File: src/rtl/freq_bcd_scan_if.sv
// Display-side bus of the frequency counter: binary frequency in, packed BCD,
// overflow flag and multiplexed 7-segment drive out.
interface freq_bcd_scan_if;
  logic [31:0] freq;
  logic [31:0] bcd;
  logic        bcd_valid;
  logic        ovf;
  logic [7:0]  seg;
  logic [7:0]  sel;

  modport master (output freq, input bcd, bcd_valid, ovf, seg, sel);
  modport slave  (input freq, output bcd, bcd_valid, ovf, seg, sel);
endinterface

File: src/rtl/freq_bcd_scan.sv
// Settles and clamps a binary frequency, converts it to 8-digit BCD by double-dabble
// and scans it onto a common-anode 7-segment display. FREQ_LZB_EN enables leading-zero blanking.
module freq_bcd_scan #(
  parameter int SCAN_DIV   = 48_000,
  parameter int STABLE_CYC = 4
) (
  input  logic            sys_clk,
  input  logic            sys_rst_n,
  freq_bcd_scan_if.slave  bus
);

  localparam logic [31:0] MAX_VAL = 32'd99_999_999;
  localparam int          SCW     = (SCAN_DIV > 1) ? $clog2(SCAN_DIV) : 1;
  localparam int          STW     = $clog2(STABLE_CYC + 1);

  typedef enum logic [1:0] {IDLE, CONV, DONE} state_t;

  state_t           state;
  logic [31:0]      q1, q2, last_raw;
  logic [STW-1:0]   stab_cnt;
  logic [58:0]      sh, sh_adj;
  logic [4:0]       bit_cnt;
  logic             ovf_lat;
  logic [SCW-1:0]   scan_cnt;
  logic [2:0]       dig_idx;

  logic             stable, over, start, blank;
  logic [26:0]      clamped;
  logic [3:0]       nib;

  assign stable  = (stab_cnt == STW'(STABLE_CYC));
  assign over    = (q2 > MAX_VAL);
  assign clamped = over ? MAX_VAL[26:0] : q2[26:0];
  assign start   = (state == IDLE) && stable && (q2 != last_raw);

  // Add-3 correction on every BCD nibble of the shift register before each shift.
  // NOTE: every variable written in always_comb gets a default first, so no path leaves it unassigned and no latch is inferred.
  always_comb begin
    sh_adj = sh;
    for (int i = 0; i < 8; i++) begin
      if (sh[27 + 4*i +: 4] >= 4'd5)
        sh_adj[27 + 4*i +: 4] = sh[27 + 4*i +: 4] + 4'd3;
    end
  end

  // NOTE: sequential state uses non-blocking assignments so every register samples pre-edge values.
  always_ff @(posedge sys_clk) begin
    if (!sys_rst_n) begin
      q1            <= '0;
      q2            <= '0;
      stab_cnt      <= '0;
      last_raw      <= '0;
      state         <= IDLE;
      sh            <= '0;
      bit_cnt       <= '0;
      ovf_lat       <= 1'b0;
      bus.bcd       <= '0;
      bus.ovf       <= 1'b0;
      bus.bcd_valid <= 1'b0;
    end else begin
      q1 <= bus.freq;
      q2 <= q1;
      if (q1 == q2) begin
        if (!stable) stab_cnt <= stab_cnt + 1'b1;
      end else begin
        stab_cnt <= '0;
      end

      bus.bcd_valid <= 1'b0;
      case (state)
        IDLE: if (start) begin
          sh       <= {32'b0, clamped};
          last_raw <= q2;
          ovf_lat  <= over;
          bit_cnt  <= '0;
          state    <= CONV;
        end
        CONV: begin
          sh      <= sh_adj << 1;
          bit_cnt <= bit_cnt + 1'b1;
          if (bit_cnt == 5'd26) state <= DONE;
        end
        DONE: begin
          bus.bcd       <= sh[58:27];
          bus.ovf       <= ovf_lat;
          bus.bcd_valid <= 1'b1;
          state         <= IDLE;
        end
        default: state <= IDLE;
      endcase
    end
  end

  function automatic logic [7:0] decode(input logic [3:0] n);
    case (n)
      4'd0:    return 8'hC0;
      4'd1:    return 8'hF9;
      4'd2:    return 8'hA4;
      4'd3:    return 8'hB0;
      4'd4:    return 8'h99;
      4'd5:    return 8'h92;
      4'd6:    return 8'h82;
      4'd7:    return 8'hF8;
      4'd8:    return 8'h80;
      4'd9:    return 8'h90;
      default: return 8'hFF;
    endcase
  endfunction

  assign nib = bus.bcd[{dig_idx, 2'b00} +: 4];

`ifdef FREQ_LZB_EN
  logic [2:0] msd;

  // Index of the most significant nonzero digit; digit 0 is always lit.
  always_comb begin
    msd = '0;
    for (int i = 1; i < 8; i++) begin
      if (bus.bcd[4*i +: 4] != 4'd0) msd = 3'(i);
    end
  end
  assign blank = (dig_idx > msd);
`else
  assign blank = 1'b0;
`endif

  always_ff @(posedge sys_clk) begin
    if (!sys_rst_n) begin
      scan_cnt <= '0;
      dig_idx  <= '0;
      bus.seg  <= 8'hFF;
      bus.sel  <= 8'hFF;
    end else begin
      if (scan_cnt == SCW'(SCAN_DIV - 1)) begin
        scan_cnt <= '0;
        dig_idx  <= dig_idx + 1'b1;
      end else begin
        scan_cnt <= scan_cnt + 1'b1;
      end
      bus.sel <= ~(8'd1 << dig_idx);
      bus.seg <= blank ? 8'hFF : decode(nib);
    end
  end

endmodule

File: src/flat_wrapper.sv
// flat-port wrapper written by rule: the top's interface ports become plain ports
module freq_bcd_scan_flat 
#(
  parameter int SCAN_DIV   = 48_000,
  parameter int STABLE_CYC = 4
)
  (sys_clk, sys_rst_n, bus_freq, bus_bcd, bus_bcd_valid, bus_ovf, bus_seg, bus_sel);
  freq_bcd_scan_if bus_i ();
  input  logic sys_clk;
  input  logic sys_rst_n;
  input wire logic [$bits(bus_i.freq)-1:0] bus_freq;
  output wire logic [$bits(bus_i.bcd)-1:0] bus_bcd;
  output wire logic [$bits(bus_i.bcd_valid)-1:0] bus_bcd_valid;
  output wire logic [$bits(bus_i.ovf)-1:0] bus_ovf;
  output wire logic [$bits(bus_i.seg)-1:0] bus_seg;
  output wire logic [$bits(bus_i.sel)-1:0] bus_sel;
  assign bus_i.freq = bus_freq;
  assign bus_bcd = bus_i.bcd;
  assign bus_bcd_valid = bus_i.bcd_valid;
  assign bus_ovf = bus_i.ovf;
  assign bus_seg = bus_i.seg;
  assign bus_sel = bus_i.sel;
  freq_bcd_scan #(.SCAN_DIV(SCAN_DIV), .STABLE_CYC(STABLE_CYC)) u_core (.sys_clk(sys_clk), .sys_rst_n(sys_rst_n), .bus(bus_i));
endmodule
File: config.mk
export PLATFORM = sky130hd
export DESIGN_NAME = freq_bcd_scan_flat
export DESIGN_NICKNAME = d
export VERILOG_FILES = /design/src/rtl/freq_bcd_scan_if.sv /design/src/rtl/freq_bcd_scan.sv /design/src/flat_wrapper.sv
export SDC_FILE = /design/constraint.sdc
export NUM_CORES = 1
export LEC_CHECK = 0
export CORE_UTILIZATION = 40
export CTS_BUF_LIST = sky130_fd_sc_hd__clkbuf_4
export DETAILED_ROUTE_END_ITERATION = 10
export SYNTH_ARGS = -nofsm -noshare
export SYNTH_HDL_FRONTEND = slang
export SYNTH_SLANG_ARGS = --single-unit
File: constraint.sdc
create_clock -name sys_clk -period 4.5 [get_ports sys_clk]
set_input_delay 1.125 -clock sys_clk [delete_from_list [all_inputs] [get_ports sys_clk]]
set_output_delay 1.125 -clock sys_clk [all_outputs]
set_load 0.01 [all_outputs]
==> impl_metrics.env, run 1 <==
export IMPL_cts_sinks=234
export IMPL_leakagePower_nw=4.406
export IMPL_antenna_found_initial=1
export IMPL_die_w_um=162.5
export IMPL_min_period_over_period=0.6143
export IMPL_rsz0062_at_grt="no"
export IMPL_numCtsBuffers=66
export IMPL_ys_warn_count=0
export IMPL_worstSetupStartpointType="flop"
export IMPL_grt_pass1_wl_um=37840
export IMPL_cts_resized=0
export IMPL_synth_seq_cells=234
export IMPL_via_per_inst=4.901
export IMPL_synth_edff_count=0
export IMPL_synth_fa_ha_area_frac=0.03887
export IMPL_ys_flop_type="dfxtp_1"
export IMPL_fmax_mhz=361.8
export IMPL_clkTransAtPathRegs_ps=60
export IMPL_postCtsSetupRepairBufs=0
export IMPL_setup_viol=0
export IMPL_worstSkewPairLatency_ps=650
export IMPL_status="completed"
export IMPL_die_h_um=162.5
export IMPL_vias=7743
export IMPL_die_area_mm2=0.02639
export IMPL_worst_pin_slew_ps=1111
export IMPL_drcViolationCount=0
export IMPL_min_period_ps=2764
export IMPL_hp_start="u_core.scan_cnt[0]$_SDFF_PP0_"
export IMPL_synthCells=1110
export IMPL_cts_hold_buf=0
export IMPL_peakVddDrop_uv=195.9
export IMPL_io_pins=84
export IMPL_postRouteAntennaNets=0
export IMPL_fin_setup_tns_ps=0
export IMPL_initial_core_util=0.4078
export IMPL_synthArstFlopShare=0
export IMPL_drt_pass1_iter_count=4
export IMPL_grt_max_degree=88
export IMPL_cts_max_level=3
export IMPL_maxSlewHeadroom=0.2561
export IMPL_syn_area_mm2=0.01030
export IMPL_synth_top_family_by_area="simple AND/OR/NAND/NOR gates"
export IMPL_critPathArrivalTime_ps=3330
export IMPL_num_rows=58
export IMPL_layout_drive_gt1_share=0.1065
export IMPL_worstPathRequired_ps=5070
export IMPL_syn_to_final_growth_pct=18.03
export IMPL_synth_mux_area_frac=0.05357
export IMPL_cap_violations=0
export IMPL_io_buffers=82
export IMPL_crit_path_end_kind="flop"
export IMPL_syn_area_per_cell_um2=9.279
export IMPL_routabilityCongestion=0.7997
export IMPL_globalRouteOverflowTotal=0
export IMPL_fin_nets=1272
export IMPL_fin_total_pwr_mw=4.161
export IMPL_finClkSkew_ps=47.63
export IMPL_dpl_hpwl_um=15220
export IMPL_layout_commonest_cell="dfxtp_1"
export IMPL_startpoint="u_core.q2[13]$_SDFF_PN0_"
export IMPL_synth_compound_area_frac=0.1265
export IMPL_nFillCells=2474
export IMPL_ys_seq_area_frac=0.4548
export IMPL_track_usage=0.1792
export IMPL_slew_violations=0
export IMPL_grt_pass1_vias=7532
export IMPL_holdCritPathClass="flop to flop"
export IMPL_path_max_fanout=51
export IMPL_cts_buffer_depth=3
export IMPL_final_cell_mix="dfxtp_1, nand2_1, and2_1"
export IMPL_yosys_cell_types_count=49
export IMPL_crit_type="flop to flop"
export IMPL_syn_nets=1176
export IMPL_cts_tree="built"
export IMPL_root_buffer="clkbuf_4"
export IMPL_wirelength_um=22980
export IMPL_hold_violations=0
export IMPL_reg2reg_from="u_core.q2[13]$_SDFF_PN0_"
export IMPL_coreArea_mm2=0.02525
export IMPL_wl_per_cell_um=14.54
export IMPL_synthSimpleGateAreaFrac=0.2144
export IMPL_power_density_mw_per_mm2=342.3
export IMPL_synthXorXnorAreaFrac=0.07738
export IMPL_drt_iter0_markers=389
[final cells by class]
| type | count | area (um^2) | area share |
|---|---|---|---|
| multi-input combinational | 787 | 5276 | 0.4340 |
| tap | 330 | 412.9 | 0.03396 |
| inverter | 26 | 97.59 | 0.008028 |
| clock buffer | 97 | 728.2 | 0.05990 |
| antenna | 1 | 2.502 | 0.0002058 |
| sequential | 234 | 4684 | 0.3853 |
| timing repair buffer | 91 | 898.4 | 0.07390 |
| clock inverter | 14 | 56.30 | 0.004632 |
[cells in the mapped netlist (all sizes together), types with 13 or more instances]
cell type	instances	area, um^2
o21ai	25	125.1
mux2i	36	360.4
ha	32	400.4
a21oi	26	130.1
xnor2	75	656.9
and2	103	644.4
buf	13	66.31
a21boi	34	255.2
inv	25	93.84
nor2b	38	237.7
clkbuf	50	187.7
nand2	141	529.3
o31a	13	113.9
dfxtp	234	4684
o21a	27	202.7
nor2	68	255.2
xor2	16	140.1
nand4	23	143.9
o22ai	15	93.84
[cell families after synthesis]
group | Yosys count
multiplexers | 45
other | 1
flip-flops | 234
AND/OR/NAND/NOR | 434
XOR/XNOR | 91
adder cells (fa/ha/maj) | 32
buffers and inverters | 89
AO/OA/AOI/OAI | 184
[where the power goes]
part	total, mW	internal, mW	switching (mW)
Combinational	0.177	0.0928	0.0840
Sequential	2.14	2.10	0.0351
Clock	1.85	0.982	0.863
[worst max-delay path, cell delays in order, from the launching register on]
cell and delay (ps):
dfxtp_1 480, xnor2_1 160, nand4_1 150, nor4_1 540
a2111oi_4 150, buf_4 360, nor2_1 650, a21o_1 210
[worst paths after layout]
kind,to,slack [ps],depth (start not counted)
worst max-delay path,u_core.sh[47]$_SDFFE_PN0P_,1740,7
worst min-delay path,u_core.scan_cnt[0]$_SDFF_PP0_,460,1
worst max register to register,u_core.sh[47]$_SDFFE_PN0P_,1740,7
worst min register to register,u_core.scan_cnt[0]$_SDFF_PP0_,460,1
[per-layer routing]
layer | global-route usage | vias to the layer above | share of wire
li1 | - | 3968 | -
met1 | 0.2425 | 3619 | 0.50
met2 | 0.2768 | 125 | 0.45
met3 | 0.03845 | 31 | 0.040
met4 | 0.07118 | 0 | 0.015
met5 | 0 | - | 0
[per-stage QoR]
step / hold WS, ps / setup slack [ps] / util / area (um^2) / instances
4_1_cts: 463.1 / 1715 / 0.4813 / 12150 / 1579
6_report: 455.7 / 1736 / 0.4814 / 12160 / 1580
3_5_place_dp: 447.3 / 1691 / 0.4502 / 11370 / 1468
3_3_place_gp: 432.8 / 1763 / 0.4502 / 11370 / 1468
5_1_grt: 481.0 / 1536 / 0.4814 / 12160 / 1580
2_1_floorplan: 417.5 / 2285 / - / 10300 / 1110
[state kept, by name (all words and copies together), names as in the netlist, 3 cells and up]
register	count
u_core.dig_idx	3
u_core.bit_cnt	5
u_core.bus.bcd	32
u_core.bus.sel	8
u_core.q2	32
u_core.sh	59
u_core.scan_cnt	16
u_core.q1	32
u_core.bus.seg	7
u_core.last_raw	32
u_core.stab_cnt	3
Note: power is estimated with default switching activity, not from simulation.
==> inputs of run 2 (changes only) <==
==> constraint.sdc (replaced) <==
create_clock -name sys_clk -period 2.25 [get_ports sys_clk]
set_input_delay 0.5625 -clock sys_clk [delete_from_list [all_inputs] [get_ports sys_clk]]
set_output_delay 0.5625 -clock sys_clk [all_outputs]
set_load 0.01 [all_outputs]
==> run 2 against run 1 <==
  * Register-to-register slack worse by 1600 ps
  * Hold slack got worse by 69 ps
  * Core utilization increased by 1.8 points
  * Sequential share of layout area decreased by 1.3 points
  * Sequential power is 100% higher
  * First-iteration DRC count shrank 4.1%
  * Routed wire length up 0.89%
==> impl_metrics.env, run 2 (synthesis gave the netlist of run 1 again) <==
export IMPL_status="completed"
export IMPL_final_cell_mix="dfxtp_1, nand2_1, and2_1"
export IMPL_cap_violations=0
export IMPL_hold_violations=0
export IMPL_wirelength_um=23180
export IMPL_regMostFlops="u_core.sh"
export IMPL_wl_per_cell_um=14.38
export IMPL_fin_setup_tns_ps=0
export IMPL_io_pins=84
export IMPL_vias=7926
export IMPL_min_period_ps=2168
export IMPL_worstPathRequired_ps=1690
export IMPL_root_buffer="clkbuf_4"
export IMPL_fmax_mhz=461.2
export IMPL_die_w_um=162.5
export IMPL_fin_nets=1311
export IMPL_cts_buffer_depth=3
export IMPL_cts_hold_buf=0
export IMPL_fin_total_pwr_mw=8.264
export IMPL_holdCritPathClass="primary input to flop"
export IMPL_setup_ws_ps=81.79
export IMPL_drcViolationCount=0
export IMPL_leakagePower_nw=4.744
export IMPL_fin_cells=1612
export IMPL_num_rows=58
export IMPL_postRouteAntennaNets=0
export IMPL_track_usage=0.1792
export IMPL_cp_num_buf_inv=1
export IMPL_clkTransAtPathRegs_ps=60
export IMPL_io_buffers=82
export IMPL_layout_drive_gt1_share=0.1439
export IMPL_largest_reg_flops=59
export IMPL_critPathArrivalTime_ps=1610
export IMPL_routabilityCongestion=0.8129
export IMPL_pre_cts_ws_ps=-112.5
export IMPL_die_h_um=162.5
export IMPL_path_cells="clkdlybuf4s50_1"
export IMPL_placed_area_mm2=0.01176
export IMPL_crit_path_end_kind="output pin"
export IMPL_worstSetupStartpointType="flop"
export IMPL_die_area_mm2=0.02639
export IMPL_power_density_mw_per_mm2=655.0
export IMPL_setup_viol=0
export IMPL_dpl_hpwl_um=15870
export IMPL_critPathTopFamily="buffers and inverters"
export IMPL_grt_pass1_wl_um=38250
export IMPL_drt_iter0_markers=373
export IMPL_cts_sinks=234
export IMPL_dp_cells=1511
export IMPL_via_per_inst=4.917
export IMPL_fin_area_mm2=0.01262
export IMPL_drt_pass1_iter_count=5
export IMPL_worstSkewPairLatency_ps=710
export IMPL_cts_max_level=2
export IMPL_layout_commonest_cell="dfxtp_1"
export IMPL_peakVddDrop_uv=352.5
export IMPL_slew_violations=0
export IMPL_cpPeakStageDelay_ps=560
export IMPL_finClkSkew_ps=76.70
export IMPL_path_max_fanout=3
export IMPL_numCtsBuffers=61
export IMPL_min_period_over_period=0.9636
export IMPL_cts_tree="built"
export IMPL_whs_ps=386.7
export IMPL_final_util=0.4996
export IMPL_grt_pass1_vias=7670
export IMPL_coreArea_mm2=0.02525
export IMPL_crit_type="flop to output pin"
export IMPL_syn_to_final_growth_pct=22.50
export IMPL_grt_max_degree=61
export IMPL_slowest_stage="clkdlybuf4s50_1"
export IMPL_initial_core_util=0.4078
export IMPL_globalRouteOverflowTotal=0
export IMPL_antenna_found_initial=1
export IMPL_rsz0062_at_grt="no"
-- run 2: worst paths after layout --
path | endpoint | cells past startpoint | slack [ps] | startpoint
setup / recovery | bus_bcd[24] | 1 | 80 | u_core.bus.bcd[24]$_SDFFE_PN0P_
hold / removal | u_core.bus.sel[3]$_SDFF_PN1_ | 3 | 390 | sys_rst_n
setup reg to reg | u_core.sh[25]$_SDFFE_PN0P_ | 8 | 100 | u_core.last_raw[21]$_SDFFE_PN0P_
hold reg to reg | u_core.scan_cnt[0]$_SDFF_PP0_ | 1 | 440 | u_core.scan_cnt[0]$_SDFF_PP0_
-- run 2: final cells by class --
| type | instances | area (um^2) |
|---|---|---|
| fillers | 2416 | 12640 |
| multi-input cells | 787 | 5341 |
| flip-flops and latches | 234 | 4696 |
| repair buffers | 135 | 1318 |
| clock buffers | 91 | 683.2 |
| well taps | 330 | 412.9 |
| inverters | 26 | 97.59 |
| clock inverters | 6 | 61.31 |
| diodes | 3 | 7.507 |
-- run 2: routing by layer --
layer	part of all wire	vias to the layer above	routed length, um	GRT usage
met5	0	-	0	0
met4	0.017	0	400	0.06003
met3	0.043	37	987	0.03438
met2	0.45	157	10440	0.2830
met1	0.49	3690	11350	0.2441
li1	-	4042	-	-
-- run 2: repair_timing --
item	in CTS	in global routing
hold endpoints to repair	0	0
buffers inserted	1	0
pin swaps	2	4
gates resized for setup	9	19
endpoints found under the setup margin	75	30
-- run 2: power breakdown --
| group | internal (mW) | total, mW | leakage [nW] | switching [mW] |
|---|---|---|---|---|
| logic | 0.228 | 0.425 | 2.39 | 0.197 |
| clock network | 1.93 | 3.57 | 0.448 | 1.64 |
| registers | 4.21 | 4.27 | 1.91 | 0.0566 |
